`src/rtl/lfu_finder.sv`:
```
// LFU replacement-policy unit for a 4-entry buffer pool.
// Define LFU_AGING_EN to halve all counters instead of saturating.
module lfu_finder #(
    parameter int unsigned CNT_W = 4
) (
    input  logic       clk,
    input  logic       rst_n,
    input  logic       new_buf_req,
    input  logic [1:0] ref_buf_numbr,
    output logic [1:0] buf_num_replc
);

    localparam logic [CNT_W-1:0] CntMax = '1;

    logic [CNT_W-1:0] access_time_0, access_time_1, access_time_2, access_time_3;
    logic [CNT_W-1:0] cnt   [4];
    logic [CNT_W-1:0] cnt_d [4];
    logic [CNT_W-1:0] min_val;
    logic [1:0]       n_buf_num_replc;

    always_comb begin
        cnt[0] = access_time_0;
        cnt[1] = access_time_1;
        cnt[2] = access_time_2;
        cnt[3] = access_time_3;
    end

    // Strict less-than keeps the lowest index on ties.
    always_comb begin
        n_buf_num_replc = 2'd0;
        min_val         = cnt[0];
        for (int i = 1; i < 4; i++) begin
            if (cnt[i] < min_val) begin
                min_val         = cnt[i];
                n_buf_num_replc = 2'(i);
            end
        end
    end

    always_comb begin
        for (int i = 0; i < 4; i++) begin
            cnt_d[i] = cnt[i];
        end
        if (new_buf_req) begin
            cnt_d[n_buf_num_replc] = '0;
        end else if (cnt[ref_buf_numbr] == CntMax) begin
`ifdef LFU_AGING_EN
            for (int i = 0; i < 4; i++) begin
                cnt_d[i] = cnt[i] >> 1;
            end
            cnt_d[ref_buf_numbr] = (cnt[ref_buf_numbr] >> 1) + 1'b1;
`else
            cnt_d[ref_buf_numbr] = CntMax;
`endif
        end else begin
            cnt_d[ref_buf_numbr] = cnt[ref_buf_numbr] + 1'b1;
        end
    end

    always_ff @(posedge clk) begin
        if (rst_n) begin
            access_time_0 <= '0;
            access_time_1 <= '0;
            access_time_2 <= '0;
            access_time_3 <= '0;
            buf_num_replc <= 2'd0;
        end else begin
            access_time_0 <= cnt_d[0];
            access_time_1 <= cnt_d[1];
            access_time_2 <= cnt_d[2];
            access_time_3 <= cnt_d[3];
            if (new_buf_req) begin
                buf_num_replc <= n_buf_num_replc;
            end
        end
    end

endmodule

```
`config.mk`:
```
export PLATFORM = sky130hd
export DESIGN_NAME = lfu_finder
export DESIGN_NICKNAME = d
export VERILOG_FILES = /design/src/rtl/lfu_finder.sv
export SDC_FILE = /design/constraint.sdc
export NUM_CORES = 1
export LEC_CHECK = 0
export ABC_AREA = 1
export BUFFER_PORTS_ARGS = -buffer_cell sky130_fd_sc_hd__buf_4
export CORE_MARGIN = 2
export CORE_UTILIZATION = 35
export CTS_CLUSTER_DIAMETER = 100
export DETAILED_ROUTE_END_ITERATION = 7
export SLEW_MARGIN = 25
export SYNTH_ARGS = -nofsm -noshare
export SYNTH_HDL_FRONTEND = slang
export SYNTH_SLANG_ARGS = --single-unit
```
`constraint.sdc`:
```
create_clock -name clk -period 3 [get_ports clk]
set_clock_uncertainty 0.1 [all_clocks]
set_input_delay 0.3 -clock clk [delete_from_list [all_inputs] [get_ports clk]]
set_output_delay 0.3 -clock clk [all_outputs]
set_load 0.01 [all_outputs]
```
==> flow_summary.yaml, run 1 <==
outcome:
  outcome: "complete, no violations"
cells_and_area:
  final_layout_size_suffix_gt1_frac: 0.345
  postLayoutCellArea_um2: 2070
  final_cells: 321
  syn_to_final_growth_pct: 23.0
  fin_nets: 285
  antenna_cells: 0
  most-common-layout-cells: "nand2_1 (41), inv_1 (35), o21ai_0 (22)"
  fillers: 474
  final_common_cell: "nand2_1"
timing:
  drv_slew: 0
  tightest_slew_ns: 0.492
  whs_ns: 0.362
  max_freq_mhz: 350
  post-route-period-util: 0.953
  finalSetupViolCount: 0
  fin_crit_ns: 2.86
  hold_viol_final: 0
  tns_ns: 0
  rsz0062_at_grt: "yes"
  slew_headroom: 0.672
power:
  p_comb_frac: 0.505
  power.density_nw_per_um2: 487
  seq_power_share: 0.284
  switchingPower_uw: 438
  power.leakage_uw: 0.000911
  clock_power_share: 0.211
  p_int_uw: 571
  peakVddDrop_mv: 0.203
  switching_share: 0.434
global_routing:
  grt_pass1_vias: 1533
  grt_pass1_wl_mm: 7.31
  antenna_found_initial: 0
  track_usage: 0.176
  grt_max_degree: 26
  gr-total-overflow: 0
clock_network:
  clkSinkCount: 18
  cts_buffers: 3
  htree_levels: 1
  clockBufferDepth: 2
  cts_tree: "built"
  cts_root_buf: "clkbuf_8"
  clock_latency_ns: 0.27
  cts_hold_buf: 0
  clk_pin_slew_ns: 0.08
hold_path:
  hold_depth: 3
  hp-class: "input pin to register"
  whs_endpoint: "access_time_1[1]"
  hold_start: "new_buf_req"
logic_synthesis:
  synthCells: 250
  synth_top_family_by_area: "simple AND/OR/NAND/NOR gates"
  synthSimpleGateAreaFrac: 0.286
  ys_seq_elements: 18
  yosysSeqAreaShare: 0.214
  synth_area_um2: 1680
  yosysWarnings: 0
  synth_mux_area_frac: 0
  yosys-top-cells-area: "dfxtp_1 (21%), nand2_1 (9.6%), ha_1 (8.9%)"
  yosys.area.top_type: "dfxtp_1"
  synth.avg_cell_area_um2: 6.73
  synth-xor-area-share: 0
  synth_compound_area_frac: 0.285
  yosys.area_share.adder: 0.0892
  synth.distinct_cells: 34
  synth_top_cell_area_share: 0.214
  syn_nets: 267
routing:
  wirelength_mm: 4.68
  via_per_inst: 5.35
  via_count: 1716
  drc: 0
  drt-wirelength-per-cell_um: 14.6
  dr.pass1.iters: 4
  drt-initial-drc-count: 92
  antenna_left: 0
worst_setup_path:
  end_kind: "register"
  r2r-start: "access_time_0[3]"
  crit_arrival_ns: 2.96
  reg2reg_depth: 23
  worstPathRequired_ns: 3.10
  start_kind: "register"
  r2r_setup_slack_ns: 0.14
  timing.rr.end: "access_time_2[0]"
  crit_fanout: 6
  criticalPathCategory: "register to register"
floorplanning:
  die_width_um: 73.3
  start_util: 0.359
  die_area_um2: 5380
  die_h_um: 73.3
  num_rows: 25
  fp.coreArea_um2: 4690
  io_pins: 7
job:
  cap_violations: 0
placed_design:
  dp_cells: 315
  io_buffer_count: 6
  place_congestion: 0.875
  dp_hpwl_mm: 3.26
  placed_cell_area_um2: 1840
-- power groups by stage --
stage	Clock, µW	Sequential (µW)	Combinational, µW
floorplan	0	286	300
global placement	0	287	408
detailed placement	0	287	415
CTS	212	282	420
global route	222	289	566
finish	213	286	509
-- area by class of cell --
| cell class | count | area, µm² | share of cell area |
|---|---|---|---|
| timing repair buffer | 17 | 128 | 0.0616 |
| sequential | 18 | 367 | 0.177 |
| clock buffer | 4 | 55.1 | 0.0266 |
| multi-input combinational | 182 | 1270 | 0.614 |
| inverter | 46 | 183 | 0.0882 |
| tap | 54 | 67.6 | 0.0326 |
-- worst max-delay path, cell delays in order, from the launching register on --
cell     delay, ns
dfxtp_2       0.34
inv_2         0.06
ha_4          0.28
nand2_1       0.05
inv_1         0.06
nand2_2       0.07
nand2_4       0.12
nand2_1       0.07
o21ai_2       0.07
ha_1          0.25
inv_1         0.06
nor2_2        0.04
nand2_2       0.07
nand2_4       0.07
nand2_2       0.08
o21ai_2       0.05
ha_1          0.29
nand2_1       0.06
nand2_1       0.06
nand2_2       0.10
nand2_4       0.10
nand2_4       0.13
nand3_2       0.06
a21oi_1       0.14
-- state kept, by name, indices dropped and copies added (netlist names) --
name and cells:
access_time_0 4, access_time_1 4, access_time_2 4, access_time_3 4, buf_num_replc 2
-- logic make-up (layout without fill, tap and decap cells) --
group	after synthesis	count (layout)
flip-flops	18	18
AO/OA/AOI/OAI	79	79
AND/OR/NAND/NOR	90	91
adder cells (fa/ha/maj)	12	12
buffers and inverters	51	67
-- cell usage after synthesis, drive strengths merged --
library cell and number:
nand2 53, inv 46, o21ai 34, a21oi 30, nor2 19, dfxtp 18
nand3 16, ha 12, a31oi 4, buf 4, o22ai 4, o211ai 2
o2bb2ai 2, a211oi 1, clkbuf 1, nand3b 1, nor3 1, o2111ai 1
o31ai 1
-- stage by stage --
| step | util | worst slack [ns] | total power, µW |
|---|---|---|---|
| 4_1_cts | 0.405 | 0.00202 | 913 |
| 3_3_place_gp | 0.393 | -0.0425 | 695 |
| 2_1_floorplan | - | 0.104 | 586 |
| 6_report | 0.441 | 0.142 | 1010 |
| 5_1_grt | 0.441 | -0.0894 | 1080 |
| 3_5_place_dp | 0.393 | -0.0799 | 702 |
-- routing by layer --
metal / up-vias / share of wire / global-route usage
met5: - / 0 / 0
met4: 0 / 0.025 / 0.0646
met3: 9 / 0.040 / 0.0206
met2: 36 / 0.46 / 0.270
met1: 804 / 0.48 / 0.252
li1: 867 / - / -
-- what timing repair did --
action,in CTS,in global routing
setup endpoints to repair,17,18
resized for setup,3,37
buffers inserted,0,1
cloned,0,1
pin swaps,0,27
-- worst max path at each step --
stage,startpoint,to,cells past startpoint
after floorplan,access_time_0[3],access_time_0[1],20
after global placement,access_time_0[3],access_time_0[1],20
after detailed placement,access_time_0[3],access_time_0[1],20
after CTS,access_time_0[3],access_time_0[1],19
after global routing,access_time_0[3],access_time_2[2],23
final,access_time_0[3],access_time_2[0],23
No activity file was read; power rests on OpenSTA's default activity.
==> run 2, diff against run 1 <==
--- a/config.mk
+++ b/config.mk
@@ -11,6 +11,7 @@
 export CORE_UTILIZATION = 35
 export CTS_CLUSTER_DIAMETER = 100
 export DETAILED_ROUTE_END_ITERATION = 7
+export GPL_TIMING_DRIVEN = 0
 export SLEW_MARGIN = 25
 export SYNTH_ARGS = -nofsm -noshare
 export SYNTH_HDL_FRONTEND = slang
==> run 2 against run 1 <==
Net effect:
- critical path depth stayed put
- final cell count increased by 0.62%
- maximum frequency fell by 0.67%
- largest power group unchanged
- setup slack worse by 0.019 ns
- final area grew 0.91%
- register-to-register slack got worse by 0.02 ns
- highest routed layer unchanged
==> flow_summary.yaml, run 2 (synthesis results as in run 1) <==
outcome:
  outcome: "complete, no violations"
power:
  power.total_uw: 1010
  switching_share: 0.429
  peakVddDrop_mv: 0.192
  seq_power_share: 0.288
  power.density_nw_per_um2: 483
  p_comb_frac: 0.506
  switchingPower_uw: 433
  p_int_uw: 576
  clock_power_share: 0.206
  power.leakage_uw: 0.000912
worst_setup_path:
  r2r_setup_slack_ns: 0.12
  start_kind: "register"
  reg2reg_depth: 23
  crit_fanout: 8
  timing.rr.end: "access_time_1[3]"
  end_kind: "register"
  worstPathRequired_ns: 3.09
  critPathLaunch: "access_time_0[1]"
  crit_arrival_ns: 2.97
  r2r-start: "access_time_0[1]"
  endpoint: "access_time_1[3]"
  criticalPathCategory: "register to register"
placed_design:
  dp_hpwl_mm: 3.22
  io_buffer_count: 5
  placed_cell_area_um2: 1790
  place_congestion: 0.915
cells_and_area:
  antenna_cells: 0
  most-common-layout-cells: "nand2_1 (40), inv_1 (34), o21ai_0 (21)"
  syn_to_final_growth_pct: 24.2
  final_layout_size_suffix_gt1_frac: 0.338
  final_common_cell: "nand2_1"
  postLayoutCellArea_um2: 2090
  fin_nets: 287
timing:
  max_freq_mhz: 348
  post-route-period-util: 0.959
  rsz0062_at_grt: "yes"
  hold_viol_final: 0
  slew_headroom: 0.675
  drv_slew: 0
  finalSetupViolCount: 0
  fin_crit_ns: 2.88
  tightest_slew_ns: 0.487
global_routing:
  track_usage: 0.175
  antenna_found_initial: 0
  grt_max_degree: 11
  grt_pass1_vias: 1569
  gr-total-overflow: 0
  grt_pass1_wl_mm: 7.33
clock_network:
  cts_tree: "built"
  clkSinkCount: 18
  clock_latency_ns: 0.26
  cts_root_buf: "clkbuf_8"
  cts_hold_buf: 0
  htree_levels: 1
  cts_buffers: 3
  clockBufferDepth: 2
  clk_pin_slew_ns: 0.07
floorplanning:
  num_rows: 25
  io_pins: 7
  die_width_um: 73.3
  fp.coreArea_um2: 4690
  die_area_um2: 5380
  start_util: 0.359
  die_h_um: 73.3
routing:
  via_per_inst: 5.30
  drt-initial-drc-count: 120
  drc: 0
  drt-wirelength-per-cell_um: 14.1
  wirelength_mm: 4.56
  dr.pass1.iters: 4
  antenna_left: 0
  via_count: 1711
hold_path:
  hp-class: "input pin to register"
job:
  cap_violations: 0
run 2: changes by cell type in the layout (fill, tap and decap cells not counted), sizes merged:
cell    delta
clkbuf     +1
buf        +1
run 2: timing repair:
| action | CTS | global route |
|---|---|---|
| setup buffers | 1 | 8 |
| gates cloned | 1 | 0 |
| setup endpoints to repair | 18 | 18 |
| pin swaps | 2 | 17 |
| resized for setup | 14 | 34 |
run 2: worst min path at each step:
stage	startpoint	end	slack, ns	depth (start not counted)
floorplan	access_time_2[0]	access_time_2[0]	0.38	2
global placement	buf_num_replc[1]	buf_num_replc[1]	0.40	2
detailed placement	buf_num_replc[1]	buf_num_replc[1]	0.41	2
CTS	rst_n	access_time_2[2]	0.30	4
global route	rst_n	access_time_2[2]	0.32	4
finish	rst_n	access_time_2[2]	0.31	4
run 2: per-stage QoR:
stage,cells,worst slack (ns),TNS [ns],hold slack [ns],util
final,323,0.123,0,0.311,0.445
after global routing,323,-0.0519,-0.314,0.318,0.445
after CTS,315,0.000804,0,0.301,0.404
after detailed placement,309,-0.304,-4.64,0.408,0.381
after global placement,309,-0.289,-4.35,0.397,0.381
after floorplan,250,0.104,0,0.377,-
run 2: final cells by class:
type | instances | area (µm²)
Buffer | 5 | 28.8
Clock buffer | 4 | 55.1
Fill cell | 470 | 2600
Inverter | 46 | 190
Multi-Input combinational cell | 182 | 1260
Sequential cell | 18 | 380
Tap cell | 54 | 67.6
Timing Repair Buffer | 14 | 105
run 2: per-layer routing:
metal	vias up	global-route usage	routed length, µm
met5	-	0	0
met4	0	0.0626	112
met3	9	0.0247	196
met2	40	0.284	2150
met1	792	0.237	2100
li1	870	-	-
run 2: power by group through the flow:
stage,clock [µW],sequential (µW),combinational [µW]
3_5_place_dp,0,291,379
2_1_floorplan,0,286,300
3_3_place_gp,0,291,379
5_1_grt,223,293,565
6_report,207,290,510
4_1_cts,216,287,431
run 2: worst max-delay path, cell delays in order (launching register included):
cell,delay [ns]
dfxtp_4,0.38
inv_6,0.04
ha_4,0.22
nand2_1,0.05
nand2_1,0.06
nand2_2,0.09
nand2_4,0.09
nand2_2,0.08
o21ai_2,0.06
ha_1,0.30
inv_2,0.06
nor2_2,0.03
nand2_2,0.07
nand2_4,0.08
nand2_1,0.07
o21ai_1,0.07
ha_1,0.31
nand2_1,0.06
nand2_1,0.06
nand2_2,0.10
nand2_4,0.10
nand2_4,0.10
nand3_1,0.08
a21oi_2,0.12
==> run 3, diff against run 2 <==
--- a/config.mk
+++ b/config.mk
@@ -6,12 +6,15 @@
 export NUM_CORES = 1
 export LEC_CHECK = 0
 export ABC_AREA = 1
+export ABC_CLOCK_PERIOD_IN_PS = 3000
 export BUFFER_PORTS_ARGS = -buffer_cell sky130_fd_sc_hd__buf_4
 export CORE_MARGIN = 2
-export CORE_UTILIZATION = 35
+export CORE_UTILIZATION = 55
 export CTS_CLUSTER_DIAMETER = 100
 export DETAILED_ROUTE_END_ITERATION = 7
 export GPL_TIMING_DRIVEN = 0
+export HOLD_SLACK_MARGIN = 0.08
+export PLACE_DENSITY = 0.75
 export SLEW_MARGIN = 25
 export SYNTH_ARGS = -nofsm -noshare
 export SYNTH_HDL_FRONTEND = slang
==> run 3 against run 2 <==
Net effect:
- die area down 35%
- setup slack worse by 0.094 ns
- global-route usage up 9.9 points
- sequential cell count unchanged
- register-to-register slack worse by 0.09 ns
- critical endpoint unchanged
- largest cell class unchanged
==> flow_summary.yaml, run 3 (synthesis results as in run 1) <==
outcome:
  outcome: "complete, no violations"
routing:
  antenna_left: 0
  drt-wirelength-per-cell_um: 16.5
  via_count: 1793
  wirelength_mm: 5.07
  dr.pass1.iters: 4
  drc: 0
  drt-initial-drc-count: 90
  via_per_inst: 5.84
clock_network:
  cts_tree: "built"
  cts_root_buf: "clkbuf_4"
  cts_buffers: 3
  clk_pin_slew_ns: 0.12
  clockBufferDepth: 2
  clock_latency_ns: 0.32
  clkSinkCount: 18
  htree_levels: 1
worst_setup_path:
  crit_arrival_ns: 3.13
  crit_fanout: 6
  cp_top_family: "simple AND/OR/NAND/NOR gates"
  start_kind: "register"
  worstPathRequired_ns: 3.16
  crit_top_cell: "nand2_2"
  end_kind: "register"
  cp_slowest_cell: "dfxtp_4"
  max_stage_delay_ns: 0.41
  crit_path_cell_trace: "inv_4, ha_4, nand2_2, inv_2, nand2_2, nand2_4, nand2_4, o21ai_4, ha_4, nand2_2, nand2_2, nand2_2, nand2_4, nand2_2, o21ai_2, ha_1, nand2_1, nand2_1, nand2_2, nand2_4, nand2_4, nand3_2, a21oi_2"
  criticalPathCategory: "register to register"
  cp_num_buf_inv: 2
  r2r_setup_slack_ns: 0.03
hold_path:
  hp-class: "input pin to register"
cells_and_area:
  layout.area.seq_um2: 378
  fin_nets: 292
  antenna_cells: 0
  postLayoutCellArea_um2: 2130
  syn_to_final_growth_pct: 26.6
  final_common_cell: "nand2_1"
  multi_input_area_um2: 1320
  fillers: 235
  final_layout_size_suffix_gt1_frac: 0.394
  most-common-layout-cells: "nand2_1 (35), inv_1 (34), o21ai_0 (21)"
placed_design:
  io_buffer_count: 5
  dp_hpwl_mm: 3.17
  placed_cell_area_um2: 1760
  place_congestion: 0.950
timing:
  fin_crit_ns: 2.97
  tightest_slew_ns: 0.566
  max_freq_mhz: 337
  tns_ns: 0
  hold_viol_final: 0
  post-route-period-util: 0.991
  slew_headroom: 0.623
  drv_slew: 0
  rsz0062_at_grt: "yes"
  finalSetupViolCount: 0
  whs_ns: 0.269
power:
  power.density_nw_per_um2: 488
  peakVddDrop_mv: 0.274
  seq_power_share: 0.280
  clock_power_share: 0.161
  power.leakage_uw: 0.000933
  switching_share: 0.462
  p_int_uw: 559
  switchingPower_uw: 480
  p_comb_frac: 0.559
floorplanning:
  die_area_um2: 3520
  io_pins: 7
  die_width_um: 59.3
  fp.coreArea_um2: 2980
  die_h_um: 59.3
  start_util: 0.565
  num_rows: 20
global_routing:
  grt_pass1_vias: 1558
  antenna_found_initial: 0
  gr-total-overflow: 0
  grt_pass1_wl_mm: 7.20
  grt_max_degree: 11
  track_usage: 0.274
job:
  cap_violations: 0
## run 3: layer usage
| metal | vias to the layer above | global-route usage | wire length, µm |
|---|---|---|---|
| met3 | 12 | 0.0197 | 296 |
| li1 | 884 | - | - |
| met1 | 830 | 0.355 | 2050 |
| met2 | 67 | 0.476 | 2570 |
| met5 | - | 0 | 0 |
| met4 | 0 | 0.0974 | 155 |
## run 3: path summary, 6_finish.rpt
| path | from | end | cells after the start |
|---|---|---|---|
| setup reg to reg | access_time_0[2] | access_time_1[3] | 23 |
| setup / recovery | access_time_0[2] | access_time_1[3] | 23 |
| hold reg to reg | access_time_2[0] | access_time_2[0] | 2 |
| hold / removal | rst_n | access_time_1[1] | 4 |
## run 3: timing repair
item	in CTS	in global routing
gates resized for setup	17	43
buffers inserted	7	7
setup endpoints to repair	18	18
pin swaps	2	25
hold buffers	0	0
cloned	1	0
## run 3: through the flow
stage	util	total power, µW	instances	setup WS (ns)
2_1_floorplan	-	586	250	0.104
3_3_place_gp	0.592	671	288	-0.326
3_5_place_dp	0.592	678	288	-0.444
4_1_cts	0.638	921	300	0.0235
5_1_grt	0.716	1100	307	-0.106
6_report	0.716	1040	307	0.0285
## run 3: area by class of cell
type,instances,area share
buffer,5,0.0135
clock buffer,4,0.0170
inverter,46,0.0881
multi-input combinational,182,0.618
sequential,18,0.177
tap,33,0.0194
timing repair buffer,19,0.0669
## run 3: power groups by stage
stage	logic [µW]	clock network, µW	registers (µW)
finish	581	168	291
global route	627	180	293
CTS	471	165	286
detailed placement	387	0	291
global placement	381	0	290
floorplan	300	0	286
## run 3: tightest hold or removal path, delay by kind of cell
family,cells,cell delay (ns)
AOI/OAI and AO/OA,2,0.18
buffers and inverters,2,0.18
